`src/rtl/fifo_wr_arbiter.sv`:
```
//------------------------------------------------------------------------------
// fifo_wr_arbiter
//
// Purpose:
//   Shares the single write port of the FIFO between NREQ producers using a
//   round-robin arbiter. The current owner keeps the port for at most BURST
//   words while others are waiting. A FIFO-full condition stalls the owner
//   without revoking its grant. Write enable and data go straight to the FIFO.
//
// Ports:
//   clk          system clock, rising edge
//   rst          asynchronous, active-high reset
//   req_valid    per-requester valid
//   req_data     per-requester data, lane i at [i*WIDTH +: WIDTH]
//   req_ready    per-requester ready (one-hot or zero)
//   fifo_full    FIFO full flag
//   fifo_wr_en   FIFO write strobe
//   fifo_wdata   FIFO write data (owner lane in GRANT, 0 otherwise)
//   grant_valid  a grant is currently held
//   grant_id     current owner (0 when no grant)
//   xfer_count   running count of words written, wraps at 2^16
//------------------------------------------------------------------------------
module fifo_wr_arbiter #(
    parameter int NREQ  = 2,
    parameter int WIDTH = 4,
    parameter int BURST = 4
) (
    input  logic                      clk,
    input  logic                      rst,
    input  logic [NREQ-1:0]           req_valid,
    input  logic [NREQ*WIDTH-1:0]     req_data,
    output logic [NREQ-1:0]           req_ready,
    input  logic                      fifo_full,
    output logic                      fifo_wr_en,
    output logic [WIDTH-1:0]          fifo_wdata,
    output logic                      grant_valid,
    output logic [$clog2(NREQ)-1:0]   grant_id,
    output logic [15:0]               xfer_count
);

    localparam int IDW = $clog2(NREQ);
    localparam int BCW = (BURST > 1) ? $clog2(BURST) : 1;
    localparam logic [BCW-1:0] BURST_LAST = BCW'(BURST - 1);

    localparam logic [0:0] S_IDLE  = 1'b0;
    localparam logic [0:0] S_GRANT = 1'b1;

    logic [0:0]     state;
    logic [IDW-1:0] owner;
    logic [IDW-1:0] last;
    logic [BCW-1:0] burst_cnt;
    logic [15:0]    count_q;

    logic           in_grant;
    logic           owner_valid;
    logic           xfer;
    logic           rel;
    logic [IDW-1:0] base;
    logic [IDW-1:0] pick;
    logic           pick_found;

    assign in_grant    = (state == S_GRANT);
    assign owner_valid = req_valid[owner];
    assign xfer        = in_grant && owner_valid && !fifo_full;

    // A grant ends when the owner goes quiet or has just written its last
    // allowed word of the burst.
    assign rel = in_grant && (!owner_valid || (xfer && (burst_cnt == BURST_LAST)));

    // Round-robin search starting just after the base index. While granted,
    // the base is the owner itself, so the owner is checked last and only
    // re-wins when nobody else is asking. Iterating from the farthest
    // candidate toward the nearest lets the nearest valid one overwrite.
    always_comb begin
        base       = in_grant ? owner : last;
        pick       = '0;
        pick_found = 1'b0;
        for (int k = NREQ; k >= 1; k--) begin
            if (req_valid[(int'(base) + k) % NREQ]) begin
                pick       = IDW'((int'(base) + k) % NREQ);
                pick_found = 1'b1;
            end
        end
    end

    // Only the owner sees ready, and only while the FIFO can take a word.
    always_comb begin
        req_ready = '0;
        for (int i = 0; i < NREQ; i++) begin
            req_ready[i] = in_grant && !fifo_full && (int'(owner) == i);
        end
    end

    assign fifo_wr_en  = xfer;
    assign fifo_wdata  = in_grant ? req_data[int'(owner)*WIDTH +: WIDTH] : '0;
    assign grant_valid = in_grant;
    assign grant_id    = owner;
    assign xfer_count  = count_q;

    // Grant state machine. On release with another winner the new owner is
    // installed directly in GRANT, so there is no idle cycle between owners.
    always_ff @(posedge clk or posedge rst) begin
        if (rst) begin
            state     <= S_IDLE;
            owner     <= '0;
            last      <= IDW'(NREQ - 1);
            burst_cnt <= '0;
            count_q   <= '0;
        end else begin
            if (xfer) begin
                count_q <= count_q + 16'd1;
            end
            case (state)
                S_IDLE: begin
                    if (pick_found) begin
                        state     <= S_GRANT;
                        owner     <= pick;
                        last      <= pick;
                        burst_cnt <= '0;
                    end
                end
                S_GRANT: begin
                    if (rel) begin
                        if (pick_found) begin
                            owner     <= pick;
                            last      <= pick;
                            burst_cnt <= '0;
                        end else begin
                            state     <= S_IDLE;
                            owner     <= '0;
                            burst_cnt <= '0;
                        end
                    end else if (xfer) begin
                        burst_cnt <= burst_cnt + 1'b1;
                    end
                end
                default: begin
                    state <= S_IDLE;
                end
            endcase
        end
    end

endmodule
```
`config.mk`:
```
export PLATFORM = sky130hd
export DESIGN_NAME = fifo_wr_arbiter
export DESIGN_NICKNAME = d
export VERILOG_FILES = /design/src/rtl/fifo_wr_arbiter.sv
export SDC_FILE = /design/constraint.sdc
export NUM_CORES = 1
export LEC_CHECK = 0
export ABC_AREA = 1
export ABC_CLOCK_PERIOD_IN_PS = 1600
export BUFFER_PORTS_ARGS = -buffer_cell sky130_fd_sc_hd__clkbuf_2
export CAP_MARGIN = 15
export CORE_AREA = 2 2 54 56
export DETAILED_ROUTE_END_ITERATION = 8
export DIE_AREA = 0 0 56 58
export PLACE_DENSITY = 0.74
export SYNTH_ARGS = -nofsm -noshare
export SYNTH_HDL_FRONTEND = slang
export SYNTH_SLANG_ARGS = --single-unit
```
`constraint.sdc`:
```
create_clock -name clk -period 1.6 [get_ports clk]
set_input_delay 0.24 -clock clk [delete_from_list [all_inputs] [get_ports clk]]
set_output_delay 0.24 -clock clk [all_outputs]
set_load 0.05 [all_outputs]
```
Word-level counts from Yosys, hierarchy flattened

Index checks and enable logic that the tools add are counted.

Flip-flop bits (word level): 21
Bits in latches: 0
Memory bits (writable): 0
ROM bits: 0
Bits of input ports: 13
Output and inout bits: 25
Word-level logic and storage cells: 61
Memories kept: 0

$add $sub $neg: 4
$mul: 0
Divide/modulo/power cells: 0
$lt $le $gt $ge: 3
Eq/ne operators: 4
Shifts and indexed selects: 1
Muxes and demuxes: 28
Bitwise logic cells: 4
Reductions and logical operators: 12

Operators with widths:

| cell                                                                  | number |
|---|---|
| 1-bit 2-to-1 mux                                                      | 20 |
| 16-bit by 1-bit adder with 16-bit output (second input constant)      | 1 |
| 8-bit by 4-bit indexed part select with 4-bit output                  | 1 |
| 1-bit logical AND                                                     | 7 |
| 2-bit by 3-bit < comparator with 1-bit output (second input constant) | 2 |
| 2-bit 2-to-1 mux                                                      | 3 |
| 1-bit case mux with 2 select lines                                    | 3 |
| 4-bit 2-to-1 mux                                                      | 1 |
| 2-bit case mux with 2 select lines                                    | 1 |
| 2-bit AND reduction                                                   | 2 |
| 3-bit by 1-bit != test with 1-bit output (second input constant)      | 1 |
| 1-bit adder (second input constant)                                   | 2 |
| 2-bit by 1-bit adder with 2-bit output (second input constant)        | 1 |
| 1-bit AND (first input constant)                                      | 2 |
| 2-bit == test (second input constant)                                 | 1 |
| 1-bit logical NOT                                                     | 2 |
| 1-bit by 2-bit < comparator with 1-bit output (second input constant) | 1 |
| 2-bit by 1-bit != test with 1-bit output (second input constant)      | 1 |
| 2-bit != test (second input constant)                                 | 1 |
| 1-bit NOT                                                             | 2 |
| 1-bit logical OR                                                      | 1 |

Longest topological paths before layout

Gate-level depths: netlist of the first run.

Depth in word-level cells: 11
Gate-level depth with buffers: 9
Mapped depth without buffers: 8

Worst setup path before layout of the first run

No wires, ideal clock.

Kind: reg-to-output
Start: reg state, in the netlist grant_valid
End: out req_ready[0]
Arrival: 1.894 ns
Required time: 1.360 ns
Setup slack: -0.534 ns
Stages on the path, launching flop included: 3
Path buffers: 0
Cell sequence: dfrtp_1 -> inv_2 -> nor3_1

Word-level cells in the longest chain between the ends: 2

RTL lines:

| what                           | line | source |
|---|---|---|
| start, declared                | 48   | `logic [0:0] state;` |
| start signal, assigned         | 104  | `state <= S_IDLE;` |
| start signal, assigned         | 116  | `state <= S_GRANT;` |
| start signal, assigned         | 129  | `state <= S_IDLE;` |
| 1-bit logical AND (2 in a row) | 90   | `req_ready[i] = in_grant && !fifo_full && (int'(owner) == i);` |
| end, declared                  | 32   | `output logic [NREQ-1:0] req_ready,` |

Every way passes these cells.

Worst setup path after layout of the first run

Start: reg owner, in the netlist grant_id
End: out fifo_wr_en

Word-level cells in the longest chain between the ends: 4

RTL lines:

| what                                                | line | source |
|---|---|---|
| start, declared                                     | 49   | `logic [IDW-1:0] owner;` |
| start signal, assigned                              | 117  | `owner <= pick;` |
| start signal, assigned                              | 125  | `owner <= pick;` |
| 1-bit 2-to-1 mux (not written as such) (2 in a row) | 63   | `assign owner_valid = req_valid[owner];` |
| 1-bit logical AND (2 in a row)                      | 64   | `assign xfer = in_grant && owner_valid && !fifo_full;` |
| end, declared                                       | 34   | `output logic fifo_wr_en,` |

Every way passes these cells. The select of a mux whose other input is x is not followed.

==> results.py, run 1 <==
metrics = {
    "outcome": {
        "status": "complete, but fails checks",
        "violations": "negative setup slack",
    },
    "cts": {
        "cts_buffers": 3,
        "clkSinkCount": 21,
        "htree_levels": 1,
        "path_clk_slew_ns": 0.11,
        "cts.path.max_buffers": 2,
        "clock-root-buffer": "clkbuf_4",
        "cts_tree": "yes",
        "clk_latency_ns": 0.31,
    },
    "logic_synthesis": {
        "yosys.area.top_type": "dfrtp_1",
        "synth-edff-count": 0,
        "yosysUniqueCellTypes": 23,
        "synth_common_cells": "nand2_1 (57), nor2_1 (23), dfrtp_1 (20)",
        "yosys_warnings": 0,
        "netlist_area_sq_mm": 0.001256,
        "synth.top_cell.area_share": 0.3984,
        "synth_seq_cells": 21,
        "synth_fp_nets": 180,
        "synthTopCellsByArea": "dfrtp_1 (40%), nand2_1 (17%), nor2_1 (6.9%)",
        "synth_cells": 165,
        "synth_ff_type": "dfrtp_1",
        "postSynthAreaPerCell_sq_um": 7.613,
        "synth-seq-area-share": 0.4193,
        "async_flop_share": 1.000,
        "synth.most_common_cell": "nand2_1",
    },
    "timing": {
        "slew_viol_final": 0,
        "min_period_ns": 1.623,
        "slew_headroom": 0.6942,
        "fin_crit_sh": 1.014,
        "hold_violations": 0,
        "fmaxAchievable_mhz": 616.2,
        "grt_setup_unrepaired": "yes",
        "fin_ws_ns": -0.02296,
        "tightest_slew_ns": 0.4566,
        "skew_ns": 0.006261,
        "setup_viol": 1,
        "timing.hold.ws_ns": 0.2120,
    },
    "grt": {
        "grt-ovfl-total": 0,
        "antenna_found_initial": 0,
        "grt_max_degree": 22,
        "use_met1": 0.2356,
        "gr-usage-all-layers": 0.1880,
        "first_global_vias": 1108,
        "busiest_layer": "met2",
        "gr-usage-met2": 0.3345,
        "grt_pass1_wl_um": 4878,
        "use_met3": 0.02902,
    },
    "power_and_ir_drop": {
        "ir_drop_uv": 1178,
        "p_leak_nw": 0.8591,
        "power.share.sequential": 0.377,
        "intPower_mw": 1.062,
        "clockPowerShare": 0.120,
        "powerDensity_mw_per_mm2": 1258,
        "switching_share": 0.4965,
        "pwr-share-comb": 0.503,
        "p_sw_mw": 1.047,
    },
    "min_path": {
        "min_path_type": "primary input to flip-flop",
    },
    "setup_path": {
        "critPathBufInv": 3,
        "cp_common_cell": "nand2_4",
        "crit_path_cell_trace": "buf_4, nand2_2, nand2_4, nand2_4, inv_4, clkbuf_16",
        "crit_family": "flip-flops",
        "crit_arrival_ns": 1.38,
        "start_kind": "flip-flop",
        "slowest_stage": "dfrtp_2",
        "required_ns": 1.36,
        "crit_fanout": 6,
        "r2r_slack_ns": 0.08,
        "max_stage_delay_ns": 0.47,
        "crit_type": "flip-flop to primary output",
        "endpoint_kind": "primary output",
    },
    "die": {
        "chipHeight_um": 58,
        "die_area_sq_mm": 0.003248,
        "die_x_um": 56,
        "core_area_sq_mm": 0.002663,
        "initial_utilization": 0.4718,
        "num_io_pins": 38,
        "fp-row-count": 19,
    },
    "drt": {
        "routedWlPerCell_um": 11.70,
        "drt-vias-per-instance": 4.943,
        "drc": 0,
        "ant_nets": 0,
        "vias": 1206,
        "wl_um": 2854,
        "drt_iter0_drc": 48,
        "drtPass1Iterations": 4,
    },
    "final_layout": {
        "nNetsFinal": 229,
        "diodes": 0,
        "area_growth_pct": 33.47,
        "n_fill_cell": 253,
        "drive_above_1_share": 0.3521,
        "fin_cells": 244,
    },
    "placed_design": {
        "dp.cells": 234,
        "gp_congestion": 0.8434,
        "dpl.hpwl_um": 2169,
        "io_buffers": 37,
    },
    "flow_run": {
        "maxCapViolCount": 0,
    },
}
## placed cells by master, fill, tap and decap left out, drive strengths merged
cell type,n
dfrtp,20
o21ai,7
nand4,4
clkbuf,35
xnor2,4
nand3b,1
nand2,61
ha,2
clkinv,1
inv,16
buf,13
o211ai,1
dlygate4sd3,1
xor2,5
dfstp,1
nand3,9
a21oi,1
nor2,29
nor3,2
## worst min-delay path: stages
cell and delay [ns]:
clkbuf_2 0.11, inv_1 0.06, nand2_1 0.08
## sequential cells by signal, summed over array words and instances (netlist names)
register     count
burst_cnt        2
grant_valid      1
xfer_count      16
grant_id         1
last             1
## kinds of logic (layout without fill, tap and decap cells)
kind of cell / Yosys count / after routing / synth area share
buffers and inverters: 18 / 66 / 0.06973
XOR/XNOR: 9 / 9 / 0.06274
AND/OR/NAND/NOR: 106 / 106 / 0.3904
AO/OA/AOI/OAI: 9 / 9 / 0.03784
flip-flops: 21 / 21 / 0.4193
adder cells (fa/ha/maj): 2 / 2 / 0.01992
## power groups by stage
stage	clock, mW	combinational [mW]	sequential (mW)
after CTS	0.265	0.951	0.805
after global placement	0	0.917	0.802
final	0.253	1.06	0.795
after floorplan	0	0.460	1.07
after detailed placement	0	0.929	0.817
after global routing	0.289	1.13	0.820
## cell type report
type                    count  area, sq um  share of cell area
multi-input cells         126        695.7              0.4149
clock buffers               3        22.52             0.01343
inverters                  16        70.07             0.04179
well taps                  31        38.79             0.02313
clock inverters             1        5.005            0.002985
flip-flops and latches     21        530.5              0.3164
repair buffers             46        314.1              0.1873
## per-stage QoR
stage | utilization | setup slack, ns | instance area (sq um) | TNS, ns | power, mW
after detailed placement | 0.5714 | 0.2203 | 1521 | 0 | 1.745
after floorplan | - | 0.002693 | 1297 | 0 | 1.531
final | 0.6297 | -0.02296 | 1677 | -0.02296 | 2.109
after CTS | 0.5940 | -0.08032 | 1582 | -0.1850 | 2.021
after global routing | 0.6297 | -0.08345 | 1677 | -0.2642 | 2.244
after global placement | 0.5714 | 0.2762 | 1521 | 0 | 1.720
## metal layers
| layer | vias up | part of all wire |
|---|---|---|
| met5 | - | 0 |
| met2 | 37 | 0.51 |
| li1 | 613 | - |
| met1 | 551 | 0.42 |
| met3 | 5 | 0.052 |
| met4 | 0 | 0.014 |
## repair_timing
item,CTS,global route
gates resized for setup,6,29
pin swaps,0,2
endpoints found under the setup margin,5,7
cloned,0,0
buffers inserted,0,5
hold buffers,1,0
hold endpoints to repair,20,0
## worst paths after layout
path | cells past startpoint | from | to
setup reg to reg | 8 | grant_id$_DFFE_PP0P_ | burst_cnt[1]$_DFFE_PP0P_
hold reg to reg | 2 | last$_DFFE_PP1P_ | last$_DFFE_PP1P_
setup / recovery | 6 | grant_id$_DFFE_PP0P_ | fifo_wr_en
hold / removal | 3 | req_valid[1] | grant_valid$_DFF_PP0_
max in group asynchronous | 4 | rst | last$_DFFE_PP1P_
min in group asynchronous | 4 | rst | xfer_count[7]$_DFFE_PP0P_
(Power assumes the default switching activity.)
==> run 2: changes to the inputs <==
--- a/config.mk
+++ b/config.mk
@@ -6,7 +6,7 @@
 export NUM_CORES = 1
 export LEC_CHECK = 0
 export ABC_AREA = 1
-export ABC_CLOCK_PERIOD_IN_PS = 1600
+export ABC_CLOCK_PERIOD_IN_PS = 1700
 export BUFFER_PORTS_ARGS = -buffer_cell sky130_fd_sc_hd__clkbuf_2
 export CAP_MARGIN = 15
 export CORE_AREA = 2 2 54 56
==> constraint.sdc (replaced) <==
create_clock -name clk -period 1.7 [get_ports clk]
set_input_delay 0.255 -clock clk [delete_from_list [all_inputs] [get_ports clk]]
set_output_delay 0.255 -clock clk [all_outputs]
set_load 0.05 [all_outputs]
==> run 2 against run 1 <==
  * The run now ends clean
  * Worst setup slack improved by 0.091 ns
  * Clock power decreased by 4%
  * Register-to-register slack improved by 0.20 ns
  * Non-clock buffer count decreased by 4
  * Utilization decreased by 4.3 points
  * Clock skew increased by 0.0029 ns
  * Die area unchanged
  * Final cell count decreased by 1.6%
  * Sequential power decreased by 6.2%
  * Combinational power decreased by 17%
  * First-iteration DRC count decreased by 33%
  * Largest power group unchanged
==> results.py, run 2 (same netlist as run 1, synthesis figures left out) <==
metrics = {
    "drt": {
        "vias": 1193,
        "routedWlPerCell_um": 11.77,
        "drt-vias-per-instance": 4.971,
        "drc": 0,
        "drtPass1Iterations": 4,
        "wl_um": 2824,
        "ant_nets": 0,
        "drt_iter0_drc": 32,
    },
    "final_layout": {
        "area_growth_pct": 24.30,
        "n_fill_cell": 249,
        "final_common_cell": "nand2_1",
        "fin_cells": 240,
        "largest_reg_flops": 16,
        "final_cell_mix": "nand2_1 (57), clkbuf_2 (34), dfrtp_1 (19), nor2_1 (18), inv_1 (13)",
        "drive_above_1_share": 0.3206,
        "seq_area_sq_um": 528.0,
        "nNetsFinal": 225,
        "design_area_sq_mm": 0.001562,
        "multiInputGateArea_sq_um": 659.4,
        "final_util": 0.5865,
        "diodes": 0,
    },
    "timing": {
        "tightest_slew_ns": 0.4606,
        "fin_setup_tns_ns": 0,
        "slew_headroom": 0.6916,
        "slew_viol_final": 0,
        "fin_ws_ns": 0.06759,
        "min_period_ns": 1.632,
        "hold_violations": 0,
        "setup_viol": 0,
        "timing.hold.ws_ns": 0.2353,
        "fmaxAchievable_mhz": 612.6,
        "fin_crit_sh": 0.9602,
        "skew_ns": 0.009143,
        "grt_setup_unrepaired": "no",
    },
    "cts": {
        "htree_levels": 1,
        "clock-root-buffer": "clkbuf_4",
        "clk_latency_ns": 0.31,
        "cts_tree": "yes",
        "cts_buffers": 3,
        "cts.path.max_buffers": 2,
        "clkSinkCount": 21,
        "path_clk_slew_ns": 0.12,
    },
    "setup_path": {
        "r2r_slack_ns": 0.28,
        "crit_fanout": 7,
        "reg2reg_depth": 8,
        "endpoint_kind": "primary output",
        "crit_path_cell_trace": "buf_4, o21ai_0, nor2_2, clkbuf_2",
        "endpoint": "fifo_wdata[2]",
        "critical_path_depth": 4,
        "crit_arrival_ns": 1.38,
        "critPathBufInv": 2,
        "r2r_start": "xfer_count[0]$_DFFE_PP0P_",
        "start_kind": "flip-flop",
        "max_stage_delay_ns": 0.39,
        "crit_family": "buffers and inverters",
        "crit_type": "flip-flop to primary output",
        "slowest_stage": "dfrtp_1",
        "worstSetupStartpoint": "grant_valid$_DFF_PP0_",
        "required_ns": 1.44,
        "rr_endpoint": "xfer_count[12]$_DFFE_PP0P_",
    },
    "placed_design": {
        "dp.cells": 234,
        "dpl.hpwl_um": 2239,
        "gp_congestion": 0.8452,
        "place_ws_ns": 0.1496,
        "io_buffers": 37,
        "place_area_sq_mm": 0.001498,
    },
    "min_path": {
        "min_path_type": "primary input to flip-flop",
    },
    "die": {
        "num_io_pins": 38,
        "die_area_sq_mm": 0.003248,
        "die_x_um": 56,
        "fp-row-count": 19,
        "chipHeight_um": 58,
        "initial_utilization": 0.4718,
        "core_area_sq_mm": 0.002663,
    },
    "power_and_ir_drop": {
        "powerDensity_mw_per_mm2": 1198,
        "p_leak_nw": 0.8156,
        "power_mw": 1.871,
        "ir_drop_uv": 1185,
    },
    "grt": {
        "grt_pass1_wl_um": 4933,
        "gr-usage-all-layers": 0.1929,
        "antenna_found_initial": 0,
        "grt-ovfl-total": 0,
        "first_global_vias": 1155,
        "grt_max_degree": 22,
    },
    "outcome": {
        "status": "complete, no violations",
    },
    "flow_run": {
        "maxCapViolCount": 0,
    },
}
-- run 2: cell types whose count changed in the layout (fill, tap and decap cells not counted), moves of 3 or more --
| cell | previous run | this run |
|---|---|---|
| nor2_2 | 2 | 6 |
| buf_4 | 9 | 5 |
| buf_6 | 3 | 0 |
| o21ai_0 | 3 | 7 |
| nor2_4 | 9 | 5 |
| o21ai_1 | 4 | 0 |
| clkbuf_2 | 30 | 34 |
-- run 2: worst register-to-register path, delay by kind of cell, from the launching register on --
kind / cells / cell delay (ns)
DFF: 1 / 0.49
and+or+nand+nor: 5 / 0.45
adders and majority gates: 1 / 0.21
buffers and inverters: 1 / 0.09
AOI/OAI and AO/OA: 1 / 0.07
-- run 2: how the worst min path moves through the flow --
stage	start	endpoint	slack, ns	cells past startpoint
after floorplan	rst	burst_cnt[0]$_DFFE_PP0P_	0.23	1
after global placement	rst	xfer_count[11]$_DFFE_PP0P_	0.28	3
after detailed placement	rst	xfer_count[11]$_DFFE_PP0P_	0.28	3
after CTS	req_valid[1]	grant_valid$_DFF_PP0_	0.22	3
after global routing	req_valid[1]	grant_valid$_DFF_PP0_	0.26	3
final	req_valid[1]	grant_valid$_DFF_PP0_	0.24	3
-- run 2: repair_timing --
action                                  in CTS  in global routing
setup buffers                                1                  0
hold buffers                                 1                  0
endpoints found under the setup margin       5                  3
resized for setup                            3                  7
hold endpoints to repair                    20                  0
-- run 2: metal layers --
metal	global-route usage	up-vias	wire length [um]	part of all wire
met3	0.03348	5	141	0.050
met5	0	-	0	0
li1	-	607	-	-
met1	0.2332	546	1246	0.44
met4	0.08163	0	45	0.016
met2	0.3412	35	1390	0.49
-- run 2: area by class of cell --
cell class	instances	area share
clock buffer	3	0.01442
clock inverter	1	0.003205
inverter	16	0.04487
multi-input combinational	126	0.4223
sequential	21	0.3381
tap	31	0.02484
timing repair buffer	42	0.1522
-- run 2: where the power goes --
group          switching [mW]  internal, mW  total, mW
Clock                   0.156        0.0879      0.244
Sequential              0.143         0.603      0.746
Combinational           0.656         0.226      0.882
Total                   0.954         0.917       1.87
==> run 3: changes to the inputs <==
--- a/config.mk
+++ b/config.mk
@@ -6,13 +6,13 @@
 export NUM_CORES = 1
 export LEC_CHECK = 0
 export ABC_AREA = 1
-export ABC_CLOCK_PERIOD_IN_PS = 1700
+export ABC_CLOCK_PERIOD_IN_PS = 1400
 export BUFFER_PORTS_ARGS = -buffer_cell sky130_fd_sc_hd__clkbuf_2
 export CAP_MARGIN = 15
-export CORE_AREA = 2 2 54 56
+export CORE_AREA = 2 2 56 58
 export DETAILED_ROUTE_END_ITERATION = 8
-export DIE_AREA = 0 0 56 58
-export PLACE_DENSITY = 0.74
+export DIE_AREA = 0 0 58 60
+export PLACE_DENSITY = 0.73
 export SYNTH_ARGS = -nofsm -noshare
 export SYNTH_HDL_FRONTEND = slang
 export SYNTH_SLANG_ARGS = --single-unit
==> constraint.sdc (replaced) <==
create_clock -name clk -period 1.4 [get_ports clk]
set_input_delay 0.21 -clock clk [delete_from_list [all_inputs] [get_ports clk]]
set_output_delay 0.21 -clock clk [all_outputs]
set_load 0.05 [all_outputs]
==> run 3 against run 2 <==
  * The flow now finishes with violations (negative setup slack)
  * Utilization grew 0.66 points
  * Global-route usage shrank 1.8 points
  * Largest cell class unchanged
  * Clock skew shrank 0.0065 ns
  * Clock power grew 22%
  * Total power grew 30%
  * Critical endpoint is now fifo_wdata[3]
  * Count of clock-buffer cells in the layout grew 1
  * First-iteration DRC count shrank 19%
  * Die area grew 7.1%
  * Sequential cell count is the same
  * Critical path depth is the same
==> results.py, run 3 (same netlist as run 1, synthesis figures left out) <==
metrics = {
    "outcome": {
        "status": "complete, but fails checks",
        "violations": "negative setup slack",
    },
    "final_layout": {
        "diodes": 0,
        "nNetsFinal": 230,
        "final_cell_mix": "nand2_1 (55), clkbuf_2 (29), nor2_1 (15), nor2_4 (12), inv_1 (12)",
        "final_common_cell": "nand2_1",
        "seq_area_sq_um": 540.5,
        "drive_above_1_share": 0.4112,
        "largest_reg_flops": 16,
        "area_growth_pct": 37.05,
        "multiInputGateArea_sq_um": 720.7,
        "n_fill_cell": 281,
        "design_area_sq_mm": 0.001722,
    },
    "grt": {
        "grt_max_degree": 22,
        "gr-usage-all-layers": 0.1751,
        "grt_pass1_wl_um": 4740,
        "grt-ovfl-total": 0,
        "first_global_vias": 1095,
        "antenna_found_initial": 0,
    },
    "drt": {
        "drtPass1Iterations": 4,
        "drt-vias-per-instance": 4.745,
        "routedWlPerCell_um": 11.36,
        "vias": 1172,
        "drc": 0,
        "ant_nets": 0,
        "wl_um": 2805,
        "drt_iter0_drc": 26,
    },
    "setup_path": {
        "crit_path_cell_trace": "inv_6, nor2_1, nor2_4, clkbuf_4",
        "critPathBufInv": 2,
        "crit_arrival_ns": 1.32,
        "start_kind": "flip-flop",
        "required_ns": 1.19,
        "endpoint_kind": "primary output",
        "crit_fanout": 7,
        "crit_family": "flip-flops",
        "slowest_stage": "dfrtp_2",
        "max_stage_delay_ns": 0.49,
        "crit_type": "flip-flop to primary output",
    },
    "power_and_ir_drop": {
        "ir_drop_uv": 1527,
        "powerDensity_mw_per_mm2": 1410,
        "p_leak_nw": 0.8452,
        "power_mw": 2.428,
    },
    "die": {
        "die_x_um": 58,
        "die_area_sq_mm": 0.003480,
        "num_io_pins": 38,
        "chipHeight_um": 60,
        "fp-row-count": 20,
        "core_area_sq_mm": 0.002903,
        "initial_utilization": 0.4328,
    },
    "timing": {
        "hold_violations": 0,
        "slew_headroom": 0.8146,
        "fin_ws_ns": -0.1319,
        "fin_crit_sh": 1.094,
        "grt_setup_unrepaired": "yes",
        "setup_viol": 8,
        "skew_ns": 0.002672,
        "min_period_ns": 1.532,
        "slew_viol_final": 0,
        "fmaxAchievable_mhz": 652.8,
        "tightest_slew_ns": 0.2793,
    },
    "cts": {
        "htree_levels": 1,
        "clock-root-buffer": "clkbuf_4",
        "clk_latency_ns": 0.31,
        "cts_buffers": 3,
        "cts.path.max_buffers": 2,
        "clkSinkCount": 21,
        "cts_tree": "yes",
        "path_clk_slew_ns": 0.11,
    },
    "placed_design": {
        "gp_congestion": 0.8209,
        "io_buffers": 37,
        "dpl.hpwl_um": 2128,
        "place_area_sq_mm": 0.001563,
    },
    "flow_run": {
        "maxCapViolCount": 0,
    },
    "min_path": {
        "min_path_type": "primary input to flip-flop",
    },
}
==> run 3: cell types whose count changed in the layout (fill, tap and decap cells not counted), sizes merged <==
cell    change
clkbuf      +1
clkinv      -1
buf         +5
==> run 3: through the flow <==
step                hold WS, ns    util  setup TNS (ns)  setup slack, ns  instances
finish                   0.1751  0.5931         -0.7871          -0.1319        247
global placement         0.2408  0.5384               0          0.08544        237
CTS                      0.1657  0.5845         -0.7870          -0.1239        245
global route             0.1702  0.5931          -1.468          -0.1930        247
detailed placement       0.2413  0.5384               0          0.07495        237
floorplan                0.1850       -               0         0.001405        165
==> run 3: layout make-up <==
cell class,instances,share of cell area
well taps,33,0.02398
flip-flops and latches,21,0.3140
repair buffers,47,0.1875
inverters,16,0.04070
multi-input cells,126,0.4186
clock buffers,4,0.01526
==> run 3: what timing repair did <==
action	in CTS	in global routing
buffers inserted	3	2
resized for setup	23	6
endpoints found under the hold margin	20	0
pin swaps	2	3
endpoints found under the setup margin	8	16
hold buffers	1	0
==> run 3: report_power, final <==
| part | switching (mW) | internal, mW |
|---|---|---|
| Combinational | 0.842 | 0.366 |
| Clock | 0.186 | 0.111 |
| Sequential | 0.176 | 0.746 |
| Total | 1.20 | 1.22 |
==> run 3: metal layers <==
metal  routed length, um  GRT usage  up-vias  share of wire
met1                1261     0.2294      527           0.45
li1                    -          -      616              -
met3                 109    0.02165        4          0.039
met2                1400     0.2955       25           0.50
met4                  34    0.06977        0          0.012
met5                   0          0        -              0
==> run 3: tightest hold or removal path, stage by stage <==
cell and delay [ns]:
clkbuf_2 0.10, inv_1 0.06, nand2_1 0.09
==> run 3: worst paths after layout <==
path                                 startpoint                         to  slack, ns  depth (start not counted)
min in group asynchronous                   rst      grant_valid$_DFF_PP0_       0.44                          4
min reg2reg                    last$_DFFE_PP1P_           last$_DFFE_PP1P_       0.48                          2
min                                req_valid[1]      grant_valid$_DFF_PP0_       0.18                          3
max                        grant_id$_DFFE_PP0P_              fifo_wdata[3]      -0.13                          4
max reg2reg                grant_id$_DFFE_PP0P_  xfer_count[5]$_DFFE_PP0P_      -0.03                          8
max in group asynchronous                   rst           last$_DFFE_PP1P_       0.69                          4
